--- src/rtl/mux4x9_pkg.sv ---
// Shared types, widths and the round-robin pick for the 4x9 sample-path arbiter.
package mux4x9_pkg;

    localparam int CH_W      = 2;
    localparam int N_CH      = 4;
    localparam int DATA_W    = 9;
    localparam int CNT_W     = 4;
    localparam int BURST_MIN = 1;
    localparam int BURST_MAX = 15;

    typedef enum logic {
        ST_IDLE  = 1'b0,
        ST_GRANT = 1'b1
    } state_e;

    // Nearest set request after 'last', wrapping mod 4; returns 'last' when nothing is requesting.
    function automatic logic [CH_W-1:0] rr_pick(input logic [N_CH-1:0] req,
                                                input logic [CH_W-1:0] last);
        logic [CH_W-1:0] idx;
        rr_pick = last;
        for (int i = N_CH; i >= 1; i--) begin
            idx = last + CH_W'(i);
            if (req[idx]) rr_pick = idx;
        end
    endfunction

endpackage

--- src/rtl/mux4x9_arb_mux.sv ---
// Four-to-one 9-bit sample multiplexer; the arbiter drives its select.
module mux4x9_arb_mux
    import mux4x9_pkg::*;
(
    input  logic [CH_W-1:0]   sel_i,
    input  logic [DATA_W-1:0] d0_i,
    input  logic [DATA_W-1:0] d1_i,
    input  logic [DATA_W-1:0] d2_i,
    input  logic [DATA_W-1:0] d3_i,
    output logic [DATA_W-1:0] y_o
);

    always_comb begin
        y_o = d0_i;
        case (sel_i)
            2'd1:    y_o = d1_i;
            2'd2:    y_o = d2_i;
            2'd3:    y_o = d3_i;
            default: y_o = d0_i;
        endcase
    end

endmodule

--- src/rtl/mux4x9_arb.sv ---
// Round-robin burst arbiter sharing one 9-bit sample path between four sources,
// with a single registered output stage toward the downstream consumer.
module mux4x9_arb
    import mux4x9_pkg::*;
#(
    parameter int BURST = 4
) (
    input  logic              CLK,
    input  logic              RST_N,
    input  logic [N_CH-1:0]   REQ,
    input  logic [DATA_W-1:0] D0,
    input  logic [DATA_W-1:0] D1,
    input  logic [DATA_W-1:0] D2,
    input  logic [DATA_W-1:0] D3,
    output logic [N_CH-1:0]   ACK,
    output logic [CH_W-1:0]   S,
    output logic [DATA_W-1:0] Y,
    output logic              YV,
    input  logic              YR,
    output logic [CH_W-1:0]   CH,
    output logic              BUSY,
    output state_e            dbg_state_o
);

    // Out-of-range BURST values saturate to the legal 1..15 window.
    localparam int BURST_EFF = (BURST < BURST_MIN) ? BURST_MIN :
                               (BURST > BURST_MAX) ? BURST_MAX : BURST;
    localparam logic [CNT_W-1:0] BURST_LAST = CNT_W'(BURST_EFF - 1);

    state_e              state_q, state_d;
    logic [CH_W-1:0]     s_q, s_d;
    logic [CH_W-1:0]     last_q, last_d;
    logic [CH_W-1:0]     ch_q, ch_d;
    logic [CNT_W-1:0]    cnt_q, cnt_d;
    logic [DATA_W-1:0]   y_q, y_d;
    logic                yv_q, yv_d;
    logic [DATA_W-1:0]   mux_y;
    logic                free;
    logic                capture;

    mux4x9_arb_mux u_mux4x9 (
        .sel_i (s_q),
        .d0_i  (D0),
        .d1_i  (D1),
        .d2_i  (D2),
        .d3_i  (D3),
        .y_o   (mux_y)
    );

    // Handshakes: a source word moves when ACK[i] is high at a rising edge; the output
    // word moves when YV & YR at a rising edge. A new word is taken only when the stage is free.
    assign free = !yv_q || YR;

    always_comb begin
        state_d = state_q;
        s_d     = s_q;
        last_d  = last_q;
        ch_d    = ch_q;
        cnt_d   = cnt_q;
        y_d     = y_q;
        yv_d    = yv_q;
        ACK     = '0;
        capture = 1'b0;
        case (state_q)
            ST_IDLE: begin
                if (|REQ) begin
                    s_d     = rr_pick(REQ, last_q);
                    cnt_d   = '0;
                    state_d = ST_GRANT;
                end
            end
            ST_GRANT: begin
                if (!REQ[s_q]) begin
                    state_d = ST_IDLE;
                    last_d  = s_q;
                end else if (free) begin
                    capture  = 1'b1;
                    ACK[s_q] = 1'b1;
                    y_d      = mux_y;
                    yv_d     = 1'b1;
                    ch_d     = s_q;
                    cnt_d    = cnt_q + CNT_W'(1);
                    if (cnt_q == BURST_LAST) begin
                        state_d = ST_IDLE;
                        last_d  = s_q;
                    end
                end
            end
            default: state_d = ST_IDLE;
        endcase
        // The pending word leaves without replacement.
        if (!capture && yv_q && YR) yv_d = 1'b0;
    end

    always_ff @(posedge CLK or negedge RST_N) begin
        if (!RST_N) begin
            state_q <= ST_IDLE;
            s_q     <= '0;
            last_q  <= CH_W'(N_CH - 1);
            ch_q    <= '0;
            cnt_q   <= '0;
            y_q     <= '0;
            yv_q    <= 1'b0;
        end else begin
            state_q <= state_d;
            s_q     <= s_d;
            last_q  <= last_d;
            ch_q    <= ch_d;
            cnt_q   <= cnt_d;
            y_q     <= y_d;
            yv_q    <= yv_d;
        end
    end

    assign S           = s_q;
    assign Y           = y_q;
    assign YV          = yv_q;
    assign CH          = ch_q;
    assign BUSY        = (state_q == ST_GRANT);
    assign dbg_state_o = state_q;

endmodule

--- config.mk ---
export PLATFORM = sky130hd
export DESIGN_NAME = mux4x9_arb
export DESIGN_NICKNAME = d
export VERILOG_FILES = /design/src/rtl/mux4x9_pkg.sv /design/src/rtl/mux4x9_arb_mux.sv /design/src/rtl/mux4x9_arb.sv
export SDC_FILE = /design/constraint.sdc
export NUM_CORES = 1
export LEC_CHECK = 0
export ABC_AREA = 1
export BUFFER_PORTS_ARGS = -buffer_cell sky130_fd_sc_hd__buf_4
export CORE_ASPECT_RATIO = 0.75
export CORE_MARGIN = 2
export CORE_UTILIZATION = 45
export DETAILED_ROUTE_END_ITERATION = 16
export PLACE_DENSITY = 0.82
export SLEW_MARGIN = 20
export SYNTH_ARGS = -nofsm -noshare
export SYNTH_HDL_FRONTEND = slang
export SYNTH_HIERARCHICAL = 1
export SYNTH_SLANG_ARGS = --single-unit
--- constraint.sdc ---
create_clock -name CLK -period 3.6 [get_ports CLK]
set_input_delay 0.54 -clock CLK [delete_from_list [all_inputs] [get_ports CLK]]
set_output_delay 0.54 -clock CLK [all_outputs]
set_load 0.03 [all_outputs]
==> impl_metrics.yaml, run 1 <==
detailed_routing:
  route.vias.total: 1564
  vias_per_cell: 5.14
  wl_mm: 3.68
  drt_iter0_drc: 102
  dr.pass1.iters: 5
  drc: 0
  post_drt_wl_per_cell_um: 12.1
  ant_nets: 0
power_and_ir_drop:
  p_total_mw: 1.70
  vdd_ir_drop_max_mv: 0.480
  leakagePower_nw: 1.06
  pwr_density_cell_nw_per_um2: 893
grt:
  overflow: 0
  grt_pass1_wl_mm: 6.30
  grt_pass1_vias: 1418
  antenna_found_initial: 0
  grt_max_degree: 26
  groute.usage.overall_pct: 23.2
floorplanning:
  rows: 17
  dieArea_sq_um: 3600
  die_w_um: 68.7
  io_pins: 63
  die_height_um: 52.5
  core-area_sq_um: 2960
  initial_utilization_pct: 47.7
cells_and_area:
  area_growth_pct: 35.1
  nets: 311
  drive_gt1_share_pct: 28.9
  fill_cells: 277
  n_antenna_cell: 0
clock_network:
  cts_setup_buffers: 0
  cts_tree: "built"
  clk_pin_slew_ns: 0.07
  cts_root_buf: "clkbuf_8"
  clkLatencyLatePin_ns: 0.26
  postCtsResizedCells: 0
  htree_levels: 1
  clock-sinks: 21
  hold_buffers: 0
  cts_made_buffers: 3
  cts.path.max_buffers: 2
setup_path:
  cp.arrival_ns: 1.84
  path_class: "flip-flop to output port"
  crit_path_end_kind: "output port"
  critPathRequiredTime_ns: 3.06
  r2r_setup_slack_ns: 2.12
  reg2regPathDepth: 9
  cp-startpoint: "S[1]"
  path_max_fanout: 19
  r2r_start: "last_q[0]"
  startpoint_type: "flip-flop"
  reg2reg_to: "S[0]"
timing:
  rsz0062_at_grt: "false"
  hold_viol_final: 0
  period_share_pct: 66.2
  hold-worst-slack_ns: 0.142
  finClkSkew_ns: 0.00285
  report.final.slew_viol_count: 0
  timing.fmax_mhz: 420
  finalWorstSetupSlack_ns: 1.22
  slew_headroom_pct: 72.1
  final.setup.tns_ns: 0
  worst_pin_slew_ns: 0.418
  period_needed_ns: 2.38
  report.final.setup_viol: 0
min_path:
  worstHoldPathType: "primary input to asynchronous set/reset pin"
logic_synthesis:
  syn_inst: 207
  synthesis.area_sq_um: 1410
  ys_warn_count: 6
  synth_fp_nets: 251
  synth-seq-cells: 21
  yosysSeqAreaShare_pct: 37.4
  synth_area_per_cell_sq_um: 6.82
  yosysUniqueCellTypes: 22
placed_design:
  io_buffers: 62
  pre_cts_slack_ns: 1.31
  dp_hpwl_mm: 2.88
  gp_congestion: 0.792
run_status:
  status: "finished clean"
run:
  drv_cap: 0
==> flip-flops by register name, summed over array words and instances, names as in the netlist <==
signal / flops
BUSY: 1
Y: 9
cnt_q: 4
CH: 2
S: 2
YV: 1
last_q: 2
==> per-layer routing <==
layer	global-route usage [%]	wire length [um]
met5	0	0
met2	35.7	1660
met4	4.67	34
met1	32.7	1740
met3	5.81	248
==> cell type report <==
| cell class | instances | area [sq um] | share of cell area, % |
|---|---|---|---|
| multi-input cells | 160 | 742 | 38.9 |
| repair buffers | 64 | 480 | 25.2 |
| well taps | 38 | 47.5 | 2.49 |
| flip-flops and latches | 21 | 528 | 27.7 |
| clock buffers | 4 | 45.0 | 2.36 |
| inverters | 17 | 63.8 | 3.35 |
==> per-stage QoR <==
step / area [sq um] / utilization (%) / instances
finish: 1910 / 64.5 / 304
global route: 1910 / 64.5 / 304
CTS: 1910 / 64.5 / 304
detailed placement: 1860 / 63.0 / 300
global placement: 1860 / 63.0 / 300
floorplan: 1410 / - / 207
==> critical path, stage by stage (launching register included) <==
cell     delay (ns)
dfrtp_1        0.43
a21oi_1        0.10
o21ai_1        0.08
nand2_1        0.07
inv_2          0.07
nand3_4        0.19
inv_2          0.24
nand2_1        0.12
nor2_1         0.11
buf_4          0.17
==> cell usage in the layout (no fill, tap or decap), drive strengths merged, types with 2 or more instances in the layout <==
| cell type | count |
|---|---|
| nand2 | 87 |
| buf | 64 |
| nand3 | 40 |
| dfrtp | 19 |
| inv | 17 |
| nand4 | 9 |
| nor2 | 8 |
| o21ai | 8 |
| clkbuf | 4 |
| a21oi | 3 |
| dfstp | 2 |
==> power by group <==
| part | switching, mW | internal [mW] |
|---|---|---|
| Combinational | 0.736 | 0.374 |
| Sequential | 0.0891 | 0.349 |
| Clock | 0.0761 | 0.0790 |
==> worst max path at each step <==
stage / slack [ns] / depth (start not counted) / to
floorplan: 1.11 / 8 / ACK[0]
global placement: 1.34 / 10 / ACK[3]
detailed placement: 1.31 / 10 / ACK[1]
CTS: 1.22 / 9 / ACK[3]
global route: 1.04 / 10 / ACK[3]
finish: 1.22 / 9 / ACK[3]
==> cell usage after synthesis <==
cell	count	share of area (%)
nand3_1	39	14
buf_4	3	1.6
a21oi_1	3	1.1
buf_2	2	0.71
ha_1	1	0.89
nor2_8	1	1.4
xor2_1	1	0.62
o21ai_1	2	0.71
inv_2	4	1.1
or2_2	1	0.44
dfrtp_1	19	34
nor3_1	1	0.35
buf_6	4	3.2
o21ai_0	5	1.8
nor2_1	7	1.9
xnor2_1	1	0.62
nand4_1	9	4.0
inv_1	13	3.5
nand3_4	1	1.2
dfstp_2	2	3.7
o21ai_2	1	0.62
nand2_1	87	23
==> cell families (layout without fill, tap and decap cells) <==
| family | count (synthesis) | after routing | share of synthesized area [%] |
|---|---|---|---|
| AO/OA/AOI/OAI | 11 | 11 | 4.17 |
| XOR/XNOR | 2 | 2 | 1.24 |
| adder cells (fa/ha/maj) | 1 | 1 | 0.886 |
| buffers and inverters | 26 | 85 | 10.0 |
| flip-flops | 21 | 21 | 37.4 |
| AND/OR/NAND/NOR | 146 | 146 | 46.3 |
No activity file was read; power rests on OpenSTA's default activity.
==> inputs of run 2 (changes only) <==
- CORE_UTILIZATION: 45 -> 42
- PLACE_DENSITY: 0.82 -> 0.8
- clock period: 3.6 -> 1.9 ns (I/O delays scaled with it)
==> run 2 against run 1 <==
Compared with the run above: cell area increased by 4.1%; final cell count increased by 3.0%; global-route usage decreased by 2.6 points; setup slack got worse by 1.1 ns; wire length increased by 5.3%; largest cell class unchanged; critical endpoint is now ACK[1]; combinational power increased by 100%; sequential power increased by 89%.
==> impl_metrics.yaml, run 2 (same netlist as run 1, synthesis figures left out) <==
run_status:
  status: "finished clean"
setup_path:
  startpoint_type: "flip-flop"
  cp_top_family: "flip-flops"
  crit_path_end_kind: "output port"
  max_stage_delay_ns: 0.44
  path_buf_inv: 3
  cp_cell_sequence: "o21ai_1 > nand2_1 > inv_2 > nand3_4 > inv_2 > nand2_2 > nor2_2 > buf_4"
  path_class: "flip-flop to output port"
  cp_num_cells: 8
  reg2regPathDepth: 10
  cp.arrival_ns: 1.54
  critPathRequiredTime_ns: 1.62
  crit_top_cell: "inv_2"
  worst_path_max_delay_cell: "dfrtp_2"
  path_max_fanout: 6
clock_network:
  cts_root_buf: "clkbuf_8"
  cts_made_buffers: 3
  cts_tree: "built"
  clock-sinks: 21
  clkLatencyLatePin_ns: 0.26
  htree_levels: 1
  clk_pin_slew_ns: 0.07
  cts.path.max_buffers: 2
power_and_ir_drop:
  power_frac_comb_pct: 66.9
  p_total_mw: 3.37
  switching_share_pct: 51.9
  pwr_density_cell_nw_per_um2: 1700
  p_switching_mw: 1.75
  vdd_ir_drop_max_mv: 1.00
  leakagePower_nw: 1.09
  p_int_mw: 1.62
  pwr-share-clk_pct: 8.5
  p_seq_share_pct: 24.6
grt:
  groute.usage.overall_pct: 20.6
  grt_pass1_wl_mm: 6.11
  grt_max_degree: 26
  antenna_found_initial: 0
  overflow: 0
  grt_pass1_vias: 1409
cells_and_area:
  layout_common_cells: "nand2_1 (86), buf_4 (70), nand3_1 (39)"
  drive_gt1_share_pct: 32.6
  mostFrequentLayoutCell: "nand2_1"
  largest_reg_flops: 9
  area_growth_pct: 40.7
  n_antenna_cell: 0
  fin_util_pct: 61.2
  nets: 318
timing:
  rsz0062_at_grt: "false"
  slew_headroom_pct: 73.1
  period_share_pct: 96.2
  report.final.slew_viol_count: 0
  hold_viol_final: 0
  timing.fmax_mhz: 547
  hold-worst-slack_ns: 0.332
  period_needed_ns: 1.83
  final.setup.tns_ns: 0
  finClkSkew_ns: 0.00383
  report.final.setup_viol: 0
  worst_pin_slew_ns: 0.404
detailed_routing:
  vias_per_cell: 5.00
  post_drt_wl_per_cell_um: 12.4
  route.vias.total: 1564
  drc: 0
  wl_mm: 3.88
  ant_nets: 0
  drt_iter0_drc: 91
  dr.pass1.iters: 4
min_path:
  worstHoldPathType: "primary input to flip-flop"
  whs_path_depth: 5
floorplanning:
  io_pins: 63
  die_w_um: 70.9
  core-area_sq_um: 3240
  rows: 18
  dieArea_sq_um: 3840
  initial_utilization_pct: 43.5
  die_height_um: 54.2
placed_design:
  gp_congestion: 0.853
  dp_hpwl_mm: 2.98
  io_buffers: 62
run:
  drv_cap: 0
run 2: cell count changes in the layout (fill, tap and decap cells not counted), sizes merged:
cell and change:
dlygate4sd3 +1, buf +6
run 2: routing by layer:
layer | global-route usage (%) | share of wire [%]
met5 | 0 | 0
met4 | 3.77 | 0.44
met3 | 4.31 | 4.6
met2 | 36.9 | 48
met1 | 26.4 | 47
run 2: final cells by class:
| type | instances | area, sq um |
|---|---|---|
| Clock buffer | 4 | 45.0 |
| Fill cell | 325 | 1260 |
| Inverter | 17 | 63.8 |
| Multi-Input combinational cell | 160 | 762 |
| Sequential cell | 21 | 529 |
| Tap cell | 40 | 50.0 |
| Timing Repair Buffer | 71 | 536 |
run 2: path summary, 6_finish.rpt:
kind	start	slack, ns	to
max in group asynchronous	RST_N	1.18	last_q[1]
worst min register to register	Y[4]	0.49	Y[4]
worst max-delay path	S[1]	0.07	ACK[1]
worst min-delay path	D0[5]	0.33	Y[5]
min in group asynchronous	RST_N	0.44	Y[7]
worst max register to register	S[1]	0.40	cnt_q[2]
run 2: worst register-to-register path, delay by kind of cell, from the launching register on:
kind / cells / cell delay, ns
flops: 1 / 0.44
simple gates: 5 / 0.39
buf+inv: 3 / 0.34
compound gates: 2 / 0.24
run 2: through the flow:
stage / cells / setup WS (ns) / instance area, sq um
finish: 313 / 0.0725 / 1990
global route: 313 / 0.00831 / 1990
CTS: 310 / 0.00980 / 1960
detailed placement: 304 / 0.181 / 1900
global placement: 304 / 0.270 / 1900
floorplan: 207 / -0.0870 / 1430
run 2: power by group through the flow:
stage / sequential [mW] / combinational (mW) / clock [mW]
6_report: 0.830 / 2.26 / 0.285
5_1_grt: 0.859 / 2.50 / 0.317
4_1_cts: 0.829 / 2.20 / 0.294
3_5_place_dp: 0.843 / 2.17 / 0
3_3_place_gp: 0.830 / 2.12 / 0
2_1_floorplan: 1.09 / 1.34 / 0
run 2: timing repair:
action | CTS | global route
gates resized for setup | 1 | 1
endpoints found under the hold margin | 19 | 0
pin swaps | 0 | 0
buffers inserted | 1 | 3
hold buffers | 1 | 0
endpoints found under the setup margin | 3 | 3
